$ cat src/rtl/datapath_if.sv
// Purpose: control/data bundle between the CPU controller and the execution datapath.
// Latency: none, wiring only.
// Backpressure: none; the controller drives one set of selects and enables per cycle.
interface datapath_if;
    logic [2:0]  readnum;
    logic [2:0]  writenum;
    logic        write;
    logic [1:0]  vsel;
    logic        loada;
    logic        loadb;
    logic [1:0]  shift;
    logic        asel;
    logic        bsel;
    logic [1:0]  ALUop;
    logic        loadc;
    logic        loads;
    logic [15:0] mdata;
    logic [7:0]  PC;
    logic [15:0] sximm5;
    logic [15:0] sximm8;
    logic [2:0]  Z_out;
    logic [15:0] datapath_out;

    // Controller side: drives every select/enable and observes the result.
    modport master (
        output readnum, writenum, write, vsel, loada, loadb, shift, asel, bsel,
        output ALUop, loadc, loads, mdata, PC, sximm5, sximm8,
        input  Z_out, datapath_out
    );

    // Datapath side.
    modport slave (
        input  readnum, writenum, write, vsel, loada, loadb, shift, asel, bsel,
        input  ALUop, loadc, loads, mdata, PC, sximm5, sximm8,
        output Z_out, datapath_out
    );
endinterface

$ cat src/rtl/datapath.sv
// Purpose: 16-bit RISC execution datapath (8x16 regfile, A/B, shifter, ALU, C, status).
// Latency: regfile read is combinational; each register stage (A/B, C/status, write-back) is one edge.
// Backpressure: none; state moves only on the enables the controller asserts each cycle.
module datapath (
    input  logic        clk,
    input  logic        reset,
    datapath_if.slave   bus
);
    logic [15:0] regs [0:7];
    logic [15:0] a_reg;
    logic [15:0] b_reg;
    logic [15:0] c_reg;
    logic [2:0]  status;

    logic [15:0] data_in;
    logic [15:0] data_out;
    logic [15:0] b_shifted;
    logic [15:0] ain;
    logic [15:0] bin;
    logic [15:0] alu_out;
    logic        ovf;
    logic [2:0]  flags;

    // Write-back source select; vsel=00 returns the C value held before the edge.
    always_comb begin
        case (bus.vsel)
            2'b00:   data_in = c_reg;
            2'b01:   data_in = {8'b0, bus.PC};
            2'b10:   data_in = bus.sximm8;
            default: data_in = bus.mdata;
        endcase
    end

    assign data_out = regs[bus.readnum];

    // Register file write; a same-edge read of the target register sees the old value.
    always_ff @(posedge clk or posedge reset) begin
        if (reset) begin
            for (int i = 0; i < 8; i++) begin
                regs[i] <= 16'h0000;
            end
        end else if (bus.write) begin
            regs[bus.writenum] <= data_in;
        end
    end

    // Operand registers, loaded independently from the regfile read port.
    always_ff @(posedge clk or posedge reset) begin
        if (reset) begin
            a_reg <= 16'h0000;
            b_reg <= 16'h0000;
        end else begin
            if (bus.loada) a_reg <= data_out;
            if (bus.loadb) b_reg <= data_out;
        end
    end

    // Shifter on the B path: pass, shift left, logical right, arithmetic right.
    always_comb begin
        case (bus.shift)
            2'b00:   b_shifted = b_reg;
            2'b01:   b_shifted = {b_reg[14:0], 1'b0};
            2'b10:   b_shifted = {1'b0, b_reg[15:1]};
            default: b_shifted = {b_reg[15], b_reg[15:1]};
        endcase
    end

    assign ain = bus.asel ? 16'h0000 : a_reg;
    assign bin = bus.bsel ? bus.sximm5 : b_shifted;

    // ALU and overflow; V only means something for add/sub.
    always_comb begin
        alu_out = 16'h0000;
        ovf     = 1'b0;
        case (bus.ALUop)
            2'b00: begin
                alu_out = ain + bin;
                ovf     = (ain[15] == bin[15]) & (alu_out[15] != ain[15]);
            end
            2'b01: begin
                alu_out = ain - bin;
                ovf     = (ain[15] != bin[15]) & (alu_out[15] != ain[15]);
            end
            2'b10:   alu_out = ain & bin;
            default: alu_out = ~bin;
        endcase
    end

    assign flags = {ovf, alu_out[15], (alu_out == 16'h0000)};

    // Result and status registers, independently enabled.
    always_ff @(posedge clk or posedge reset) begin
        if (reset) begin
            c_reg  <= 16'h0000;
            status <= 3'b000;
        end else begin
            if (bus.loadc) c_reg  <= alu_out;
            if (bus.loads) status <= flags;
        end
    end

    assign bus.datapath_out = c_reg;
    assign bus.Z_out        = status;
endmodule

$ cat src/flat_wrapper.sv
// flat-port wrapper written by rule: the top's interface ports become plain ports
module datapath_flat 
  (clk, reset, bus_readnum, bus_writenum, bus_write, bus_vsel, bus_loada, bus_loadb, bus_shift, bus_asel, bus_bsel, bus_ALUop, bus_loadc, bus_loads, bus_mdata, bus_PC, bus_sximm5, bus_sximm8, bus_Z_out, bus_datapath_out);
  datapath_if bus_i ();
  input  logic clk;
  input  logic reset;
  input wire logic [$bits(bus_i.readnum)-1:0] bus_readnum;
  input wire logic [$bits(bus_i.writenum)-1:0] bus_writenum;
  input wire logic [$bits(bus_i.write)-1:0] bus_write;
  input wire logic [$bits(bus_i.vsel)-1:0] bus_vsel;
  input wire logic [$bits(bus_i.loada)-1:0] bus_loada;
  input wire logic [$bits(bus_i.loadb)-1:0] bus_loadb;
  input wire logic [$bits(bus_i.shift)-1:0] bus_shift;
  input wire logic [$bits(bus_i.asel)-1:0] bus_asel;
  input wire logic [$bits(bus_i.bsel)-1:0] bus_bsel;
  input wire logic [$bits(bus_i.ALUop)-1:0] bus_ALUop;
  input wire logic [$bits(bus_i.loadc)-1:0] bus_loadc;
  input wire logic [$bits(bus_i.loads)-1:0] bus_loads;
  input wire logic [$bits(bus_i.mdata)-1:0] bus_mdata;
  input wire logic [$bits(bus_i.PC)-1:0] bus_PC;
  input wire logic [$bits(bus_i.sximm5)-1:0] bus_sximm5;
  input wire logic [$bits(bus_i.sximm8)-1:0] bus_sximm8;
  output wire logic [$bits(bus_i.Z_out)-1:0] bus_Z_out;
  output wire logic [$bits(bus_i.datapath_out)-1:0] bus_datapath_out;
  assign bus_i.readnum = bus_readnum;
  assign bus_i.writenum = bus_writenum;
  assign bus_i.write = bus_write;
  assign bus_i.vsel = bus_vsel;
  assign bus_i.loada = bus_loada;
  assign bus_i.loadb = bus_loadb;
  assign bus_i.shift = bus_shift;
  assign bus_i.asel = bus_asel;
  assign bus_i.bsel = bus_bsel;
  assign bus_i.ALUop = bus_ALUop;
  assign bus_i.loadc = bus_loadc;
  assign bus_i.loads = bus_loads;
  assign bus_i.mdata = bus_mdata;
  assign bus_i.PC = bus_PC;
  assign bus_i.sximm5 = bus_sximm5;
  assign bus_i.sximm8 = bus_sximm8;
  assign bus_Z_out = bus_i.Z_out;
  assign bus_datapath_out = bus_i.datapath_out;
  datapath u_core (.clk(clk), .reset(reset), .bus(bus_i));
endmodule
$ cat config.mk
export PLATFORM = sky130hd
export DESIGN_NAME = datapath_flat
export DESIGN_NICKNAME = d
export VERILOG_FILES = /design/src/rtl/datapath_if.sv /design/src/rtl/datapath.sv /design/src/flat_wrapper.sv
export SDC_FILE = /design/constraint.sdc
export NUM_CORES = 1
export LEC_CHECK = 0
export BUFFER_PORTS_ARGS = -buffer_cell sky130_fd_sc_hd__buf_2
export CAP_MARGIN = 20
export CORE_MARGIN = 1.5
export CORE_UTILIZATION = 30
export DETAILED_ROUTE_END_ITERATION = 8
export GPL_TIMING_DRIVEN = 0
export HOLD_SLACK_MARGIN = 0.05
export PLACE_DENSITY = 0.48
export REMOVE_ABC_BUFFERS = 1
export SYNTH_ARGS = -nofsm -noshare
export SYNTH_HDL_FRONTEND = slang
export SYNTH_SLANG_ARGS = --single-unit
$ cat constraint.sdc
create_clock -name clk -period 8.8 [get_ports clk]
set_input_delay 1.76 -clock clk [delete_from_list [all_inputs] [get_ports clk]]
set_output_delay 1.76 -clock clk [all_outputs]
set_load 0.01 [all_outputs]
==> run metrics, run 1 <==
Final Cell Area 11840 um^2; power per standard cell area 227.7 nW/um^2; Worst-Skew Late Latency 0.43 ns; hold_buf cts 0; H-tree levels 4; gr ovfl total 0; hold_ws ~0.47 ns; n_diodes 0; Starting DRT DRC Count 476; clk slew on worst S/H paths ~0.07 ns; vias in the first global route between 7000 and 8000; GP Congestion about 0.88; post-DP HPWL between 20000 and 25000 um; non-filler cells, final ~1500; Biggest register u_core.regs; routed wire length per instance approximately 18 um; Vias 7542; Post-synth top cells dfrtp_1 (179), nor2_1 (110), a21oi_1 (104); Avg Inst Size Synth 10.49 um^2; final net count around 1200; clock root buffer clkbuf_16; RSZ-0062 raised after global routing false; Async SR Flop Fraction 100.0%; Leak just over 5 nW; Yosys top cell by area dfrtp_1; Max Fclk 0.1918 GHz; GRT Total Usage approximately 16%; CP Launch Type input port; maximum buffer depth of the clock tree 2; post-layout min period 5.214 ns; synthesized area about 10000 um^2; Worst Path Required between 9 and 10 ns; Setup Viol. Count Final 0; postcts setup bufs 0; CTS Buf Count 17; initial antenna violation count 0; port bufs 95; status completed; Gate Count Post-Synth 980; top-count cell post-synth dfrtp_1; number of synthesized register bits ~180; register area share after synthesis between 40 and 50%; Placement Rows 67; CP top delay family compound AO/OA/AOI/OAI gates; EDFF count, synth 0; Most used DFF post-synth dfrtp_1; Max stage delay on crit path 0.51 ns; MaxCap Viol Count 0; Fin Clk Skew ~0.0079 ns; first-pass GRT wire length 43440 um; P&R area growth vs syn 15.14%; Die W 188.1 um; worst-path cell chain buf_2 -> mux2i_1 -> o21ai_1 -> mux2i_1 -> inv_1 -> ha_1 -> nor2_1 -> o311ai_1 -> a31oi_1 -> a311oi_1 -> o21ai_1 -> mux2i_1 -> xor2_1 -> o32ai_1 -> a32o_2; crit share post-route 59.24%; crit-path most repeated cell mux2i_1; Hold Violations, Final 0; num ports 96; Critical path buffers and inverters 2; CTS tree built; Initial Util 30.58%; pin count of the biggest net entering global routing around 110; Fillers between 3000 and 4000; WP data arrival 5.54 ns; crit path max fanout 18; Worst Tran Pin Value about 0.92 ns; Synthesis Warnings 0; Clock Sinks 179; critical path endpoint category flop; top cells by area, synth dfrtp_1 (44%), mux2_2 (9.0%), mux4_2 (9.0%); critical path class in2reg; drt drc 0; synth unique cells 61; total wire length 27680 um; core box area roughly 34000 um^2; cts repair resizes 0; die height 188.1 um; First-pass DRT Iterations 5; max_slew headroom between 30% and 40%; ANT nets after route 0; Max VDD drop 0.0001369 V; share of layout cells above drive strength 1 between 20% and 30%; dpl cell area 11280 um^2; max reg flops 128; worst hold path type reg2reg; placed cells 1473; vias per cell 5.011; total power 2.695 mW; TNS Setup 0 ns; die area ~35000 um^2; post-synth top area share 43.57%; Pins Over Slew Limit 0; worst-path cell with the longest stage delay o311ai_1
tightest hold or removal path, delay by kind of cell (launching register included):
| family | cells | cell delay (ns) |
|---|---|---|
| simple gates | 1 | 0.04 |
| compound gates | 1 | 0.06 |
| flops | 1 | 0.34 |
kinds of logic after synthesis:
| logic type | synth area share [%] |
|---|---|
| AOI/OAI and AO/OA | 14.13 |
| DFF | 43.57 |
| buffers and inverters | 3.882 |
| adders and majority gates | 4.284 |
| and+or+nand+nor | 10.67 |
| muxes | 22.44 |
| xor gates and xnor gates | 1.022 |
path summary, 6_finish.rpt:
check	start	to	slack [ns]	cells after the start
worst max-delay path	bus_shift[0]	u_core.bus.Z_out[0]	3.59	15
worst min-delay path	u_core.regs[72]	u_core.regs[72]	0.47	2
worst max register to register	u_core.b_reg[1]	u_core.bus.Z_out[0]	5.01	14
worst min register to register	u_core.regs[72]	u_core.regs[72]	0.47	2
max in group asynchronous	reset	u_core.regs[127]	6.50	3
min in group asynchronous	reset	u_core.regs[19]	1.38	2
cells in the final DEF (no fill, tap or decap), types with 17 or more instances in the layout:
| cell type | count |
|---|---|
| o21ai_0 | 53 |
| clkbuf_16 | 17 |
| mux2_2 | 82 |
| mux4_2 | 41 |
| nand2_1 | 61 |
| buf_2 | 95 |
| a21oi_1 | 104 |
| nor2b_1 | 22 |
| nor2_1 | 110 |
| inv_1 | 34 |
| mux2i_1 | 46 |
| ha_1 | 32 |
| dfrtp_1 | 179 |
through the flow:
stage / util [%] / setup slack, ns
final: 35.21 / 3.586
after global routing: 35.21 / 3.177
after CTS: 35.21 / 3.488
after detailed placement: 33.55 / 3.012
after global placement: 32.89 / -0.1368
after floorplan: - / 2.181
report_power, final:
part	total (mW)	internal [mW]	switching, mW
Sequential	1.16	1.03	0.125
Combinational	0.814	0.383	0.431
Clock	0.726	0.393	0.332
metal layers:
| metal | wire length [um] | global-route usage (%) | vias up |
|---|---|---|---|
| li1 | - | - | 3679 |
| met1 | 13000 | 21.52 | 3722 |
| met2 | 13430 | 26.85 | 110 |
| met3 | 842 | 2.639 | 31 |
| met4 | 400 | 4.185 | 0 |
| met5 | 0 | 0 | - |
final cells by class:
class / count / area [um^2] / area share [%]
multi-input cells: 700 / 5423 / 45.81
flip-flops and latches: 179 / 4479 / 37.84
repair buffers: 109 / 669.4 / 5.655
well taps: 448 / 560.5 / 4.735
clock buffers: 19 / 432.9 / 3.657
inverters: 37 / 146.4 / 1.237
clock inverters: 13 / 126.4 / 1.068
Note: power is estimated with default switching activity, not from simulation.
==> run 2: changes to the inputs <==
--- a/config.mk
+++ b/config.mk
@@ -12,7 +12,7 @@
 export DETAILED_ROUTE_END_ITERATION = 8
 export GPL_TIMING_DRIVEN = 0
 export HOLD_SLACK_MARGIN = 0.05
-export PLACE_DENSITY = 0.48
+export PLACE_DENSITY = 0.5
 export REMOVE_ABC_BUFFERS = 1
 export SYNTH_ARGS = -nofsm -noshare
 export SYNTH_HDL_FRONTEND = slang
==> constraint.sdc (replaced) <==
create_clock -name clk -period 4.56 [get_ports clk]
set_input_delay 0.912 -clock clk [delete_from_list [all_inputs] [get_ports clk]]
set_output_delay 0.912 -clock clk [all_outputs]
set_load 0.01 [all_outputs]
==> run 2 against run 1 <==
Worst hold slack improved by 0.0034 ns. Wire length down 1.6%. Clock skew hardly changed. Cell count unchanged. Sequential cell count unchanged. Largest cell class unchanged. Combinational power up 94%. Global-route usage is 0.40 points lower. First-iteration DRC count increased by 17%.
==> run metrics, run 2 (synthesis gave the netlist of run 1 again) <==
hold_buf cts 0 (unchanged); multi-input logic area 5434 um^2 (was 5423 um^2); Initial Util 30.58% (unchanged); CTS tree built (unchanged); initial antenna violation count 1 (was 0); Fin Clk Skew 0.007946 ns (was 0.007911 ns); status completed (unchanged); final net count 1154 (was 1155); pin count of the biggest net entering global routing 126 (was 109); Worst Tran Pin Value 0.9794 ns (was 0.9200 ns); Clock Sinks 179 (unchanged); Max VDD drop 0.0002734 V (was 0.0001369 V); R2R depth 13 (was 14); sw frac 31.52% (was 32.96%); Pins Over Slew Limit 0 (unchanged); die height 188.1 um (unchanged); Final Cell Area 11920 um^2 (was 11840 um^2); post-layout min period 4.178 ns; postcts setup bufs 0 (unchanged); FF/Latch Area 4479 um^2 (unchanged); die area 35390 um^2 (unchanged); vias in the first global route 7665 (was 7565); Starting DRT DRC Count 555 (was 476); Worst Path Required 4.87 ns (was 9.13 ns); port bufs 95 (unchanged); share of layout cells above drive strength 1 26.04% (was 25.83%); drt drc 0 (unchanged); cts repair resizes 0 (unchanged); Placement Rows 67 (unchanged); max reg flops 128 (unchanged); Leak 5.213 nW (was 5.177 nW); total wire length 27230 um (was 27680 um); max_slew headroom 34.35% (was 38.67%); Fillers 3404 (was 3377); MaxCap Viol Count 0 (unchanged); Max Fclk 0.2394 GHz; critical path depth in cells 14 (was 15); critical path class in2reg (unchanged); TNS Setup 0 ns (unchanged); maximum buffer depth of the clock tree 2 (unchanged); CP Launch Type input port (unchanged); First-pass DRT Iterations 5 (unchanged); P&R area growth vs syn 15.98% (was 15.14%); dpl cell area 11270 um^2 (was 11280 um^2); CTS Buf Count 17 (unchanged); utilization after layout 35.47% (was 35.21%); GRT Total Usage 15.65% (was 16.05%); routed wire length per instance 18.09 um (was 18.39 um); crit path max fanout 18 (unchanged); clock root buffer clkbuf_16 (unchanged); Reg power frac 41.6% (was 42.9%); core box area 33620 um^2 (unchanged); worst-path cell chain buf_2 -> mux2i_1 -> o21ai_1 -> mux2_2 -> ha_1 -> nand2b_1 -> a221o_1 -> a211oi_1 -> o21bai_1 -> a311oi_2 -> xnor2_1 -> o21ai_1 -> and4_1 -> a32o_2 (was buf_2 -> mux2i_1 -> o21ai_1 -> mux2i_1 -> inv_1 -> ha_1 -> nor2_1 -> o311ai_1 -> a31oi_1 -> a311oi_1 -> o21ai_1 -> mux2i_1 -> xor2_1 -> o32ai_1 -> a32o_2); Sw Pwr 1.693 mW (was 0.8886 mW); post-DP HPWL 19780 um (was 20130 um); Max stage delay on crit path 0.39 ns (was 0.51 ns); most common cell after layout, fill and taps aside dfrtp_1 (unchanged); worst hold path type reg2reg (unchanged); clk slew on worst S/H paths 0.07 ns (about the same); commonest non-fill, non-tap cells in the layout dfrtp_1 (179), nor2_1 (110), a21oi_1 (104) (unchanged); Worst-Skew Late Latency 0.42 ns (was 0.43 ns); crit share post-route 91.61%; Biggest register u_core.regs (unchanged); Critical path buffers and inverters 1 (was 2); worst-path cell with the longest stage delay buf_2 (was o311ai_1); clock power share 29.0% (was 26.9%); power per standard cell area 450.5 nW/um^2 (was 227.7 nW/um^2); gr ovfl total 0 (unchanged); CP top delay family compound AO/OA/AOI/OAI gates (unchanged); Setup Viol. Count Final 0 (unchanged); first-pass GRT wire length 43310 um (was 43440 um); total power 5.372 mW (was 2.695 mW); critical path endpoint category flop (unchanged); vias per cell 5.001 (was 5.011); crit-path most repeated cell o21ai_1 (was mux2i_1); Hold Violations, Final 0 (unchanged); GP Congestion 0.8560 (was 0.8773); num ports 96 (unchanged); Vias 7527 (was 7542); WP data arrival 4.49 ns (was 5.54 ns); combinational share of power 29.4% (was 30.2%); Hold Path Depth 2 (unchanged); Die W 188.1 um (unchanged); Int Pwr 3.679 mW (was 1.807 mW); ANT nets after route 0 (unchanged); H-tree levels 4 (unchanged)
run 2: changes by cell type in the layout (fill, tap and decap cells not counted), sizes merged:
cell,before,now
buf,109,108
bufinv,1,4
clkbuf,19,20
clkinv,5,4
clkinvlp,4,3
diode,0,1
inv,40,38
run 2: stage by stage:
step / hold slack (ns) / setup WS (ns) / std cells
floorplan: 0.4446 / -1.211 / 916
global placement: 0.4573 / -3.476 / 1459
detailed placement: 0.4650 / -0.3163 / 1472
CTS: 0.4795 / 0.1326 / 1504
global route: 0.4973 / -0.001434 / 1504
finish: 0.4775 / 0.3825 / 1505
run 2: metal layers:
| metal | up-vias | global-route usage [%] | part of all wire [%] |
|---|---|---|---|
| met3 | 18 | 2.265 | 2.6 |
| met1 | 3733 | 21.53 | 49 |
| li1 | 3662 | - | - |
| met2 | 112 | 26.23 | 48 |
| met5 | - | 0 | 0.037 |
| met4 | 2 | 3.015 | 0.82 |
run 2: area by class of cell:
cell class                      count  area share [%]
Multi-Input combinational cell    700           45.57
Sequential cell                   179           37.57
Timing Repair Buffer              108           5.582
Tap cell                          448           4.701
Clock buffer                       20           3.830
Clock inverter                     12           1.501
Inverter                           37           1.228
Antenna cell                        1         0.02099
run 2: path summary, 6_finish.rpt:
kind / from / end / slack [ns]
worst max-delay path: bus_shift[0] / u_core.bus.Z_out[0] / 0.38
worst min-delay path: u_core.regs[79] / u_core.regs[79] / 0.48
worst max register to register: u_core.b_reg[1] / u_core.bus.Z_out[0] / 0.96
worst min register to register: u_core.regs[79] / u_core.regs[79] / 0.48
max in group asynchronous: reset / u_core.b_reg[14] / 3.09
min in group asynchronous: reset / u_core.regs[32] / 0.49
run 2: tightest hold or removal path, delay by kind of cell, from the launching register on:
family           cells  cell delay (ns)
AND/OR/NAND/NOR      1             0.05
AO/OA/AOI/OAI        1             0.06
flip-flops           1             0.34
run 2: power groups by stage:
stage	registers [mW]	clock network (mW)	logic (mW)
after floorplan	2.19	0	1.12
after global placement	2.25	0	1.55
after detailed placement	2.26	0	1.58
after CTS	2.23	1.60	1.59
after global routing	2.28	1.66	1.76
final	2.23	1.56	1.58
